File: src/rtl/cfu_pkg.sv
// Shared types and constants for the CFU operand fetch block:
// FSM state encoding, Wishbone tie-off values and default parameters.
package cfu_pkg;

  typedef enum logic [2:0] {
    IDLE    = 3'd0,
    FETCH_A = 3'd1,
    FETCH_B = 3'd2,
    GAP     = 3'd3,
    HOLD    = 3'd4
  } fetch_state_e;

  localparam logic [3:0] SEL_ALL     = 4'b1111;
  localparam logic [2:0] CTI_CLASSIC = 3'b000;
  localparam logic [1:0] BTE_LINEAR  = 2'b00;

  localparam int DEFAULT_MAX_RETRY = 3;
  localparam int DEFAULT_TIMEOUT   = 255;

endpackage

File: src/rtl/cfu_fetch_timer.sv
// Bus-beat watchdog: counts enabled cycles since the last clear and flags
// expiry on the TIMEOUT-th enabled cycle.
module cfu_fetch_timer
  import cfu_pkg::*;
#(
  parameter int TIMEOUT = DEFAULT_TIMEOUT
) (
  input  logic clk,
  input  logic reset,
  input  logic clear,
  input  logic enable,
  output logic expired
);

  localparam int CW = (TIMEOUT < 2) ? 1 : $clog2(TIMEOUT);

  logic [CW-1:0] count_q, count_d;

  assign expired = enable && (count_q == CW'(TIMEOUT - 1));

  always_comb begin
    count_d = count_q;
    if (clear) begin
      count_d = '0;
    end else if (enable && !expired) begin
      count_d = count_q + CW'(1);
    end
  end

  always_ff @(posedge clk) begin
    if (!reset) begin
      count_q <= '0;
    end else begin
      count_q <= count_d;
    end
  end

endmodule

File: src/rtl/cfu_operand_fetch.sv
// Fetches an (A, B) operand word pair over a classic Wishbone master port,
// retrying failed beats, and presents the pair with a valid/ready handshake.
module cfu_operand_fetch
  import cfu_pkg::*;
#(
  parameter int MAX_RETRY = DEFAULT_MAX_RETRY,
  parameter int TIMEOUT   = DEFAULT_TIMEOUT
) (
  input  logic        clk,
  input  logic        reset,
  input  logic        req_valid,
  output logic        req_ready,
  input  logic [31:0] req_addr_a,
  input  logic [31:0] req_addr_b,
  output logic        out_valid,
  input  logic        out_ready,
  output logic [31:0] out_data_a,
  output logic [31:0] out_data_b,
  output logic        out_err,
  output logic [29:0] cfu_ram_adr,
  output logic [31:0] cfu_ram_dat_mosi,
  output logic [3:0]  cfu_ram_sel,
  output logic        cfu_ram_cyc,
  output logic        cfu_ram_stb,
  output logic        cfu_ram_we,
  output logic [2:0]  cfu_ram_cti,
  output logic [1:0]  cfu_ram_bte,
  input  logic [31:0] cfu_ram_dat_miso,
  input  logic        cfu_ram_ack,
  input  logic        cfu_ram_err
);

  localparam int RW = (MAX_RETRY < 1) ? 1 : $clog2(MAX_RETRY + 1);

  fetch_state_e  state_q, state_d;
  logic [29:0]   addr_a_q, addr_a_d;
  logic [29:0]   addr_b_q, addr_b_d;
  logic [RW-1:0] retry_q, retry_d;
  logic          gap_b_q, gap_b_d;
  logic [31:0]   data_a_q, data_a_d;
  logic [31:0]   data_b_q, data_b_d;
  logic          err_q, err_d;
  logic          valid_q, valid_d;
  logic          cyc_q, cyc_d;
  logic [29:0]   adr_q, adr_d;

  logic in_fetch;
  logic beat_fail;
  logic timer_expired;

  // Byte-lane bits of the request addresses have no meaning on a word bus.
  logic unused_addr_lsbs;
  assign unused_addr_lsbs = ^{req_addr_a[1:0], req_addr_b[1:0]};

  assign in_fetch  = (state_q == FETCH_A) || (state_q == FETCH_B);
  assign beat_fail = cfu_ram_err || timer_expired;
  assign req_ready = reset && (state_q == IDLE);

  cfu_fetch_timer #(
    .TIMEOUT (TIMEOUT)
  ) u_timer (
    .clk     (clk),
    .reset   (reset),
    .clear   (!in_fetch || cfu_ram_ack || cfu_ram_err),
    .enable  (in_fetch),
    .expired (timer_expired)
  );

  always_comb begin
    state_d  = state_q;
    addr_a_d = addr_a_q;
    addr_b_d = addr_b_q;
    retry_d  = retry_q;
    gap_b_d  = gap_b_q;
    data_a_d = data_a_q;
    data_b_d = data_b_q;
    err_d    = err_q;

    case (state_q)
      IDLE: begin
        if (req_valid && req_ready) begin
          addr_a_d = req_addr_a[31:2];
          addr_b_d = req_addr_b[31:2];
          retry_d  = '0;
          err_d    = 1'b0;
          state_d  = FETCH_A;
        end
      end
      FETCH_A, FETCH_B: begin
        // err wins over a simultaneous ack; an exhausted budget ends the pair
        if (beat_fail) begin
          if (retry_q == RW'(MAX_RETRY)) begin
            err_d    = 1'b1;
            data_a_d = '0;
            data_b_d = '0;
            state_d  = HOLD;
          end else begin
            retry_d = retry_q + RW'(1);
            gap_b_d = (state_q == FETCH_B);
            state_d = GAP;
          end
        end else if (cfu_ram_ack) begin
          if (state_q == FETCH_A) begin
            data_a_d = cfu_ram_dat_miso;
            retry_d  = '0;
            state_d  = FETCH_B;
          end else begin
            data_b_d = cfu_ram_dat_miso;
            state_d  = HOLD;
          end
        end
      end
      GAP: begin
        state_d = gap_b_q ? FETCH_B : FETCH_A;
      end
      HOLD: begin
        if (out_ready) begin
          state_d = IDLE;
        end
      end
      default: begin
        state_d = IDLE;
      end
    endcase

    // Bus and handshake outputs are registered, so they follow the next state.
    cyc_d   = (state_d == FETCH_A) || (state_d == FETCH_B);
    valid_d = (state_d == HOLD);
    adr_d   = adr_q;
    if (state_d == FETCH_A) begin
      adr_d = addr_a_d;
    end else if (state_d == FETCH_B) begin
      adr_d = addr_b_d;
    end
  end

  always_ff @(posedge clk) begin
    if (!reset) begin
      state_q  <= IDLE;
      addr_a_q <= '0;
      addr_b_q <= '0;
      retry_q  <= '0;
      gap_b_q  <= 1'b0;
      data_a_q <= '0;
      data_b_q <= '0;
      err_q    <= 1'b0;
      valid_q  <= 1'b0;
      cyc_q    <= 1'b0;
      adr_q    <= '0;
    end else begin
      state_q  <= state_d;
      addr_a_q <= addr_a_d;
      addr_b_q <= addr_b_d;
      retry_q  <= retry_d;
      gap_b_q  <= gap_b_d;
      data_a_q <= data_a_d;
      data_b_q <= data_b_d;
      err_q    <= err_d;
      valid_q  <= valid_d;
      cyc_q    <= cyc_d;
      adr_q    <= adr_d;
    end
  end

  assign out_valid        = valid_q;
  assign out_err          = err_q;
  assign out_data_a       = data_a_q;
  assign out_data_b       = data_b_q;
  assign cfu_ram_cyc      = cyc_q;
  assign cfu_ram_stb      = cyc_q;
  assign cfu_ram_adr      = adr_q;
  assign cfu_ram_sel      = SEL_ALL;
  assign cfu_ram_we       = 1'b0;
  assign cfu_ram_cti      = CTI_CLASSIC;
  assign cfu_ram_bte      = BTE_LINEAR;
  assign cfu_ram_dat_mosi = '0;

endmodule

File: config.mk
export PLATFORM = sky130hd
export DESIGN_NAME = cfu_operand_fetch
export DESIGN_NICKNAME = d
export VERILOG_FILES = /design/src/rtl/cfu_pkg.sv /design/src/rtl/cfu_fetch_timer.sv /design/src/rtl/cfu_operand_fetch.sv
export SDC_FILE = /design/constraint.sdc
export NUM_CORES = 1
export LEC_CHECK = 0
export ABC_AREA = 0
export BUFFER_PORTS_ARGS = -buffer_cell sky130_fd_sc_hd__buf_2
export CORE_AREA = 8 8 123 125
export DETAILED_ROUTE_END_ITERATION = 12
export DIE_AREA = 0 0 131 133
export PLACE_DENSITY = 0.82
export SLEW_MARGIN = 10
export SYNTH_ARGS = -nofsm -noshare
export SYNTH_HDL_FRONTEND = slang
export SYNTH_HIERARCHICAL = 1
export SYNTH_SLANG_ARGS = --single-unit
File: constraint.sdc
create_clock -name clk -period 7.24 [get_ports clk]
set_input_delay 0.724 -clock clk [delete_from_list [all_inputs] [get_ports clk]]
set_output_delay 0.724 -clock clk [all_outputs]
set_load 0.02 [all_outputs]
# --- After elaboration in Yosys (flattened, before gate mapping) ---
# Cells that the tools add are included.
# W data, S select, Z words.
totals:
  mem_bits_ro: 0
  latchBits: 0
  mem_count: 0
  reg_bits: 171
  in_bits: 102
  output_inout_bits: 141
  ramBits: 0
classes:
  n_div: 0
  n_eq_ne: 17
  shifts: 0
  n_bitwise: 2
  n_reduce_logical: 23
  multipliers: 0
  magnitude_cmp: 0
  addsub: 2
  muxes: 31
op_table:
  columns: ["op", "count"]
  rows:
  - ["$mux W32", 7]
  - ["$mux W30", 6]
  - ["$mux W3", 6]
  - ["$mux W2", 6]
  - ["$pmux W3 S4", 1]
  - ["$reduce_and A4 Y1", 3]
  - ["$eq A3 B2 Y1 const B", 3]
  - ["$ne A3 B3 Y1 const B", 3]
  - ["$add A8 B1 Y8 const B", 1]
  - ["$eq A8 B8 Y1 const B", 1]
  - ["$reduce_bool A2 Y1", 4]
  - ["$eq A3 B1 Y1 const B", 2]
  - ["$eq A3 B3 Y1 const B", 2]
  - ["$ne A2 B2 Y1 const B", 3]
  - ["$logic_or A1 B1 Y1", 5]
  - ["$reduce_and A5 Y1", 1]
  - ["$logic_and A1 B1 Y1", 4]
  - ["$ne A2 B1 Y1 const B", 2]
  - ["$pmux W2 S2", 1]
  - ["$reduce_or A2 Y1", 2]
  - ["$logic_not A3 Y1", 1]
  - ["$mux W1", 3]
  - ["$reduce_and A3 Y1", 1]
  - ["$add A2 B1 Y2 const B", 1]
  - ["other kinds (4)", 6]

# --- Logic depth before layout (Yosys ltp) ---
# Gate-level depths: netlist of run 1.
depth:
  word_depth: 9
  mapped_depth: 12
  ltp_nobuf: 10

# --- Hierarchy ---
# The synthesis of run 1 kept the hierarchy.
by_module_without_submodules:
  columns: ["module", "area_each_um2", "seq_area_each_um2", "cells_per_inst", "instances"]
  rows:
  - ["cfu_operand_fetch", 6583.8, 3263.1, 738, 1]
  - ["cfu_fetch_timer", 432.9, 160.2, 49, 1]

# --- Worst setup path after synthesis of run 1 ---
# Ideal clock, no wire load.
synth_path:
  path_type: "register to register"
  from: "register state_q[1]"
  to: "register adr_q[11] (netlist: cfu_ram_adr[11])"
  t_arrival_ns: 3.055
  setup_time_ns: 0.070
  period_less_slack_ns: 3.126
  path_stages_with_launch: 13
  path_slack_ns: 4.114
  path_cell_list: "dfxtp_1 -> clkbuf_1 -> nand2b_1 -> a21oi_1 -> and3_1 -> nor2_2 -> mux2_4 -> a2111o_1 -> or2_1 -> buf_6 -> buf_6 -> o22a_1 -> a21oi_1"
synth_between:
  elab_chain_cells: 8
  word_cells_on_any_way: 26
  classes_between: "6 x eq/ne; 12 x mux; 8 x reduce/logical"
synth_rtl:
  columns: ["item", "line_no", "source"]
  rows:
  - ["start, declared", "cfu_operand_fetch.sv:35", "fetch_state_e state_q, state_d;"]
  - ["start signal, assigned", "cfu_operand_fetch.sv:151", "state_q <= state_d;"]
  - ["$eq A3 B1 Y1 or $eq A3 B2 Y1 (tied branches)", "cfu_operand_fetch.sv:55", "assign in_fetch = (state_q == FETCH_A) || (state_q == FETCH_B);"]
  - ["$logic_or A1 B1 Y1 *", "cfu_operand_fetch.sv:55", null]
  - ["$logic_and A1 B1 Y1 *", "cfu_fetch_timer.sv:19", "assign expired = enable && (count_q == CW'(TIMEOUT - 1));"]
  - ["via timer_expired", "cfu_operand_fetch.sv:49", "logic timer_expired;"]
  - ["$logic_or A1 B1 Y1 *", "cfu_operand_fetch.sv:56", "assign beat_fail = cfu_ram_err || timer_expired;"]
  - ["$mux W3 *", "cfu_operand_fetch.sv:91", "if (beat_fail) begin"]
  - ["$pmux W3 S4 *", "cfu_operand_fetch.sv:79", "case (state_q)"]
  - ["$eq A3 B1 Y1 or $eq A3 B2 Y1 (tied branches)", "cfu_operand_fetch.sv:130, cfu_operand_fetch.sv:132", null]
  - ["$mux W30 or $reduce_bool A2 Y1 (tied branches)", null, null]
  - ["end signal, assigned", "cfu_operand_fetch.sv:161", "adr_q <= adr_d;"]
  - ["end, declared", "cfu_operand_fetch.sv:45", "logic [29:0] adr_q, adr_d;"]
# The timed path passes the listed nets; every way through them passes the cells marked *. The select of a mux whose other input is x is not followed.
# A chain may end at the register's enable or synchronous reset.

# --- Worst setup path in the final report of run 1 ---
# Ends and elaborated chain as after synthesis.

==> results of run 1 <==
## metal layers
metal / routed length [microns] / vias up / part of all wire [%]
li1: - / 2896 / -
met1: 6930 / 2643 / 40
met2: 8090 / 214 / 47
met3: 1960 / 22 / 11
met4: 271 / 0 / 1.6
met5: 0 / - / 0
## Yosys cell counts, drive strengths merged (4+ instances only)
cell type,count,share of area (%)
a21oi,85,6.1
a31oi,4,0.36
and2,36,3.2
and3,4,0.36
buf,60,6.1
clkbuf,34,1.8
dfxtp,171,49
mux2i,82,12
nand2,135,7.2
nand2b,6,0.54
nor2,92,5.0
o21ai,7,0.50
o22a,22,2.7
o22ai,8,0.71
## sequential cells by signal (all words and copies together) (netlist names)
| name | count |
|---|---|
| out_err | 1 |
| cfu_ram_cyc | 1 |
| gap_b_q | 1 |
| addr_b_q | 30 |
| out_data_b | 32 |
| retry_q | 2 |
| state_q | 3 |
| u_timer/count_q | 8 |
| out_data_a | 32 |
| cfu_ram_adr | 30 |
| addr_a_q | 30 |
| out_valid | 1 |
## logic make-up after synthesis
logic type,share of synthesized area [%]
and+or+nand+nor,18.1
buffers and inverters,8.04
AOI/OAI and AO/OA,12.4
other,0.107
DFF,48.8
adders and majority gates,0.535
muxes,11.9
xor gates and xnor gates,0.125
## stage by stage
step	instance area [sq um]	setup slack (ps)
floorplan	7170	4110
CTS	8490	3220
global placement	7880	3300
detailed placement	7880	3260
finish	8490	3230
global route	8490	2820
## worst max-delay path, stage by stage (launching register included)
cell	delay, ps
dfxtp_1	530
nand2b_1	200
a21oi_1	600
and3_1	360
nor2_2	100
or3_1	340
o221ai_2	380
nand2_1	780
o22a_1	490
a21oi_1	150
## power by group through the flow
stage	clock, W	sequential [W]	combinational, W
2_1_floorplan	0	0.00105	0.000185
3_3_place_gp	0	0.00102	0.000276
3_5_place_dp	0	0.00102	0.000280
4_1_cts	0.000946	0.00100	0.000281
5_1_grt	0.000993	0.00101	0.000305
6_report	0.000930	0.00100	0.000280
## final timing paths
path	start	endpoint	cells past startpoint
max reg2reg	state_q[1]	cfu_ram_adr[11]	9
max	state_q[1]	cfu_ram_adr[11]	9
min	out_data_b[14]	out_data_b[14]	2
min reg2reg	out_data_b[14]	out_data_b[14]	2
## final cells by class
| class | count | area [sq um] | area share, % |
|---|---|---|---|
| multi-input cells | 559 | 3200 | 37.7 |
| clock inverters | 12 | 164 | 1.93 |
| repair buffers | 202 | 1030 | 12.1 |
| flip-flops and latches | 171 | 3420 | 40.3 |
| well taps | 176 | 220 | 2.59 |
| clock buffers | 20 | 447 | 5.26 |
| inverters | 3 | 13.8 | 0.162 |
==> results.toml, run 1 <==
[worst_setup_path]
required_ps = 7580
end_kind = "flop"
start_kind = "flop"
r2r_setup_slack_ps = 3230
critPathMaxFanout = 29
path_class = "reg -> reg"
critical_path_arrival_ps = 4360

[synth]
yosys_warnings = 6
ys_ff_latch = 171
synthesis.area_sq_um = 7020
synth_ff_type = "dfxtp_1"
synth_cells = 787
synth_cell_types = 49
avgSynthCellArea_sq_um = 8.92
synth_edf_count = 0
ys_seq_area_share_pct = 48.8
async_flop_share_pct = 0

[finish]
syn2layout_area_growth_pct = 21.0
mostFrequentLayoutCell = "buf_2"
drive_gt1_share_pct = 25.4
n_fill_cell = 1100
final_cells = 1143
antenna_cells = 0
final_cell_mix = "196 x buf_2, 171 x dfxtp_1, 135 x nand2_1, 89 x nor2_1, 85 x a21oi_1"
fin_nets = 1059
final_util_pct = 64.9

[pwr]
internal-power_w = 0.00164
p_per_area_nw_per_um2 = 261
pwr-share-clk_pct = 42.0
pwr-share-comb_pct = 12.6
leakage_nw = 3.62
p_seq_share_pct = 45.4
power_w = 0.00221
peakVddDrop_v = 0.000160
swShare_pct = 25.9
p_sw_w = 0.000573

[placement]
port_buffers = 196
dp_cells = 1111
dpl.hpwl_mm = 11.9
place_congestion = 0.789

[cts]
htreeDepth = 4
cts_num_sinks = 171
post_cts_buffers = 0
hold_buffers = 0
cts_tree = "done"
ctsRootBufferMaster = "clkbuf_16"
insertion_delay_ps = 430
cts_resized = 0
clk_path_buf_depth = 2
cts_made_buffers = 17
clk_pin_slew_ps = 70

[drt]
drtPass1Iterations = 4
ant_nets = 0
drt_drc_violations_left = 0
drt_iter0_drc = 341
vias = 5775
wl_per_cell_microns = 15.1
wl_mm = 17.3
drt-vias-per-instance = 5.05

[sta]
grt_setup_unrepaired = "false"
final_hold_viol_count = 0
fin_crit_sh_pct = 55.4
slew_headroom_pct = 22.2
period_needed_ps = 4010
slew_viol_final = 0
max_freq_mhz = 249
hold_ws_ps = 450
setup_viol = 0
tightestPinTransition_ps = 1160
fin_tns_setup_ps = 0
fin_skew_ps = 9.77

[global_route]
antenna_found_initial = 0
gr-max-usage-layer = "met2"
use_met2_pct = 32.1
grtUsageTotal_pct = 19.5
overflow = 0
gr-usage-met3_pct = 8.36
first_global_vias = 5594
use_met1_pct = 21.9
grt_pass1_wl_mm = 27.2
grt_max_degree = 96

[floorplanning]
rows = 42
start_util_pct = 53.6
dieArea_sq_um = 17400
fp.dieW_microns = 131
die_y_microns = 133
pin_count = 243
core_area_sq_um = 13100

[hold_path]
hold_class = "reg -> reg"

[status]
outcome = "complete, no violations"

[job]
maxCapViolCount = 0
Power figures use the tool's default switching activity.
==> inputs of run 2 (changes only) <==
Settings changed: CORE_AREA 8 8 123 125 to 8 8 134 136, DIE_AREA 0 0 131 133 to 0 0 142 144, PLACE_DENSITY 0.82 to 0.72.
Clock period 7.24 ns to 3.3 ns, I/O delays scaled along.
==> run 2 against run 1 <==
Register-to-register slack lost 3000 ps. Count of clock-buffer cells in the layout shrank 2. Sequential power up 120%. Maximum frequency up 32%. Hold slack got worse by 290 ps. Sequential share of layout area fell by 0.79 points. Critical endpoint is now cfu_ram_adr[26]. First-iteration DRC count shrank 10%. Critical path depth rose by 2. Highest routed layer is now met5.
==> results.toml, run 2 (synthesis gave the netlist of run 1 again) <==
[worst_setup_path]
slowest_delay_ps = 420
cpMostUsedCell = "and3_1"
critPathMaxFanout = 17
r2r_start = "u_timer/count_q[0]"
r2r_setup_slack_ps = 270
rr_endpoint = "cfu_ram_adr[26]"
endpoint = "cfu_ram_adr[26]"
path_cells = "inv_1 -> ha_1 -> and3_1 -> and3_1 -> nor2_4 -> mux2_4 -> a2111o_1 -> or2_1 -> buf_4 -> o22a_1 -> a21oi_1"
required_ps = 3650
crit_path_start = "u_timer/count_q[0]"
reg2reg_depth = 11
worst_path_max_delay_cell = "a2111o_1"
path_class = "reg -> reg"
critical_path_arrival_ps = 3380
end_kind = "flop"
start_kind = "flop"

[drt]
ant_nets = 0
wl_mm = 18.0
vias = 5798
drt-vias-per-instance = 4.82
drtPass1Iterations = 5
wl_per_cell_microns = 15.0
drt_drc_violations_left = 0
drt_iter0_drc = 307

[sta]
fin_skew_ps = 18.4
setup_viol = 0
period_needed_ps = 3030
fin_tns_setup_ps = 0
fin_ws_ps = 269
slew_viol_final = 0
tightestPinTransition_ps = 791
slew_headroom_pct = 47.2
grt_setup_unrepaired = "false"
hold_ws_ps = 161
fin_crit_sh_pct = 91.8
max_freq_mhz = 330
final_hold_viol_count = 0

[floorplanning]
start_util_pct = 43.7
die_y_microns = 144
rows = 47
fp.dieW_microns = 142
dieArea_sq_um = 20400
pin_count = 243
core_area_sq_um = 16100

[placement]
place_congestion = 0.805
placed_area_sq_um = 8100
pre_cts_slack_ps = 221
dpl.hpwl_mm = 12.7
port_buffers = 196

[global_route]
overflow = 0
antenna_found_initial = 2
grtUsageTotal_pct = 17.6
first_global_vias = 5753
grt_max_degree = 75
grt_pass1_wl_mm = 28.6

[finish]
final_cell_mix = "196 x buf_2, 171 x dfxtp_1, 135 x nand2_1, 89 x nor2_1, 85 x a21oi_1"
syn2layout_area_growth_pct = 23.4
final_util_pct = 53.9
fin_nets = 1074
finalInstanceArea_sq_um = 8660
drive_gt1_share_pct = 26.7
mostFrequentLayoutCell = "buf_2"

[status]
outcome = "complete, no violations"

[pwr]
p_per_area_nw_per_um2 = 544
peakVddDrop_v = 0.000313
leakage_nw = 3.69

[job]
maxCapViolCount = 0

[cts]
insertion_delay_ps = 430
clk_pin_slew_ps = 70
clk_path_buf_depth = 2
ctsRootBufferMaster = "clkbuf_16"
cts_num_sinks = 171
cts_made_buffers = 17
cts_tree = "done"
hold_buffers = 0
htreeDepth = 4

[hold_path]
hold_class = "in -> reg"
-- run 2: power breakdown --
part / leakage (nW) / internal [W] / switching, W
combinational: 2.03 / 0.000246 / 0.000407
sequential: 1.39 / 0.00216 / 0.0000399
clock: 0.266 / 0.000998 / 0.000862
total: 3.69 / 0.00340 / 0.00131
-- run 2: critical path, delay by kind of cell (launching register included) --
| family | cells | cell delay, ps |
|---|---|---|
| flip-flops | 1 | 380 |
| AO/OA/AOI/OAI | 3 | 760 |
| adder cells (fa/ha/maj) | 1 | 220 |
| AND/OR/NAND/NOR | 4 | 980 |
| multiplexers | 1 | 330 |
| buffers and inverters | 2 | 280 |
-- run 2: worst min path at each step --
stage          depth (start not counted)            end  slack [ps]           start
2_1_floorplan                          2   addr_b_q[13]         440    addr_b_q[13]
3_3_place_gp                           2  out_data_b[7]         440   out_data_b[7]
3_5_place_dp                           2  out_data_b[0]         440   out_data_b[0]
4_1_cts                                3    addr_a_q[8]         150  req_addr_a[10]
5_1_grt                                3    addr_b_q[2]         160   req_addr_b[4]
6_report                               3   addr_b_q[16]         160  req_addr_b[18]
-- run 2: per-stage QoR --
step                cells  total power, W
finish               1202         0.00471
global route         1202         0.00491
CTS                  1201         0.00475
detailed placement   1170         0.00290
global placement     1170         0.00289
floorplan             827         0.00271
-- run 2: final cells by class --
type / count / area, sq um
flip-flops and latches: 171 / 3420
fillers: 1511 / 7390
clock inverters: 13 / 111
repair buffers: 217 / 1190
clock buffers: 18 / 439
inverters: 3 / 13.8
diodes: 1 / 2.50
multi-input cells: 559 / 3210
well taps: 220 / 275
-- run 2: metal layers --
| metal | wire length, microns | vias to the layer above | track usage [%] |
|---|---|---|---|
| li1 | - | 2917 | - |
| met1 | 7370 | 2676 | 19.6 |
| met2 | 8570 | 180 | 28.9 |
| met3 | 1770 | 23 | 7.76 |
| met4 | 282 | 2 | 6.90 |
| met5 | 13 | - | 0 |
-- run 2: timing repair --
| action | in CTS | in global routing |
|---|---|---|
| setup buffers | 0 | 0 |
| gates resized for setup | 0 | 2 |
| endpoints found under the setup margin | 0 | 2 |
==> inputs of run 3 (changes only) <==
Settings changed: CORE_AREA 8 8 134 136 to 8 8 98 188, DIE_AREA 0 0 142 144 to 0 0 106 196.
==> run 3 against run 2 <==
Combinational power is 1% higher. Register-to-register slack worse by 96 ps. Utilization is 0.22 points lower. Routed wire length is 2.7% higher. Largest cell class unchanged.
==> results.toml, run 3 (synthesis gave the netlist of run 1 again) <==
[finish]
syn2layout_area_growth_pct = 23.3
n_fill_cell = 1536
fin_nets = 1070
drive_gt1_share_pct = 26.6
mostFrequentLayoutCell = "buf_2"
finalInstanceArea_sq_um = 8650
antenna_cells = 0
final_cell_mix = "196 x buf_2, 171 x dfxtp_1, 135 x nand2_1, 89 x nor2_1, 85 x a21oi_1"

[drt]
drt-vias-per-instance = 4.98
wl_per_cell_microns = 15.6
wl_mm = 18.5
drtPass1Iterations = 4
vias = 5892
drt_drc_violations_left = 0
drt_iter0_drc = 240
ant_nets = 0

[floorplanning]
dieArea_sq_um = 20800
die_y_microns = 196
start_util_pct = 43.6
rows = 66
fp.dieW_microns = 106
pin_count = 243
core_area_sq_um = 16100

[cts]
clk_pin_slew_ps = 70
cts_made_buffers = 17
cts_num_sinks = 171
htreeDepth = 4
hold_buffers = 0
clk_path_buf_depth = 2
insertion_delay_ps = 420
cts_tree = "done"
ctsRootBufferMaster = "clkbuf_16"

[placement]
pre_cts_slack_ps = 117
port_buffers = 196
place_congestion = 0.807
placed_area_sq_um = 8060
dpl.hpwl_mm = 12.9

[sta]
slew_viol_final = 0
final_hold_viol_count = 0
fin_tns_setup_ps = 0
fin_crit_sh_pct = 94.7
slew_headroom_pct = 27.6
tightestPinTransition_ps = 1090
fin_skew_ps = 10.1
fin_ws_ps = 173
setup_viol = 0
period_needed_ps = 3130
max_freq_mhz = 320

[worst_setup_path]
path_class = "reg -> reg"
slowest_delay_ps = 430
critical_path_arrival_ps = 3450
critPathMaxFanout = 18
end_kind = "flop"
worst_path_max_delay_cell = "a2111o_1"
path_cells = "inv_1 -> ha_1 -> and3_1 -> and3_2 -> nor2_4 -> mux2_4 -> a2111o_1 -> or2_1 -> buf_4 -> o22a_1 -> a21oi_1"
required_ps = 3620
start_kind = "flop"

[pwr]
peakVddDrop_v = 0.000417
power_w = 0.00479
p_per_area_nw_per_um2 = 553
leakage_nw = 3.68

[global_route]
antenna_found_initial = 1
grtUsageTotal_pct = 17.8
overflow = 0
grt_max_degree = 106
grt_pass1_wl_mm = 30.5
first_global_vias = 6138

[hold_path]
hold_class = "in -> reg"

[status]
outcome = "complete, no violations"

[job]
maxCapViolCount = 0
[run 3: cell types whose count changed in the layout (fill, tap and decap cells not counted), moves of 2 or more]
cell	change
inv_8	-2
clkinv_2	-2
clkinv_4	+2
buf_4	-5
inv_6	+2
[run 3: worst paths after layout]
kind	startpoint	end	slack [ps]	depth (start not counted)
setup reg to reg	u_timer/count_q[0]	cfu_ram_adr[15]	170	11
hold reg to reg	out_data_b[24]	out_data_b[24]	450	2
hold / removal	req_addr_b[2]	addr_b_q[0]	180	3
setup / recovery	u_timer/count_q[0]	cfu_ram_adr[15]	170	11
[run 3: area by class of cell]
class,count,area (sq um),share of cell area (%)
Multi-Input combinational cell,559,3210,37.2
Clock buffer,18,439,5.08
Inverter,3,13.8,0.159
Tap cell,204,255,2.95
Timing Repair Buffer,213,1170,13.5
Sequential cell,171,3420,39.6
Clock inverter,14,135,1.56
[run 3: worst max-delay path: cells and delay by family (launching register included)]
| family | cells | cell delay [ps] |
|---|---|---|
| and+or+nand+nor | 4 | 990 |
| AOI/OAI and AO/OA | 3 | 790 |
| buffers and inverters | 2 | 300 |
| adders and majority gates | 1 | 230 |
| muxes | 1 | 330 |
| DFF | 1 | 400 |
[run 3: metrics by stage]
step / std cells / hold slack (ps) / util (%)
detailed placement: 1150 / 443 / 50.1
finish: 1182 / 177 / 53.7
global placement: 1150 / 436 / 50.1
global route: 1182 / 170 / 53.7
floorplan: 827 / 438 / -
CTS: 1182 / 159 / 53.6
[run 3: metal layers]
layer	part of all wire [%]	routed length, microns	vias up	global-route usage (%)
met5	0.070	13	-	0
met2	50	9200	185	29.8
met4	0.90	167	2	5.20
met1	41	7570	2784	20.2
met3	8.3	1540	12	7.10
li1	-	-	2909	-
[run 3: what timing repair did]
| item | CTS | global route |
|---|---|---|
| endpoints found under the setup margin | 0 | 11 |
| buffers inserted | 0 | 0 |
| gates resized for setup | 0 | 4 |
[run 3: report_power, final]
group / internal (W) / switching [W] / leakage, nW
Clock: 0.00107 / 0.000849 / 0.270
Combinational: 0.000249 / 0.000413 / 2.02
Sequential: 0.00216 / 0.0000417 / 1.39
Total: 0.00348 / 0.00130 / 3.68
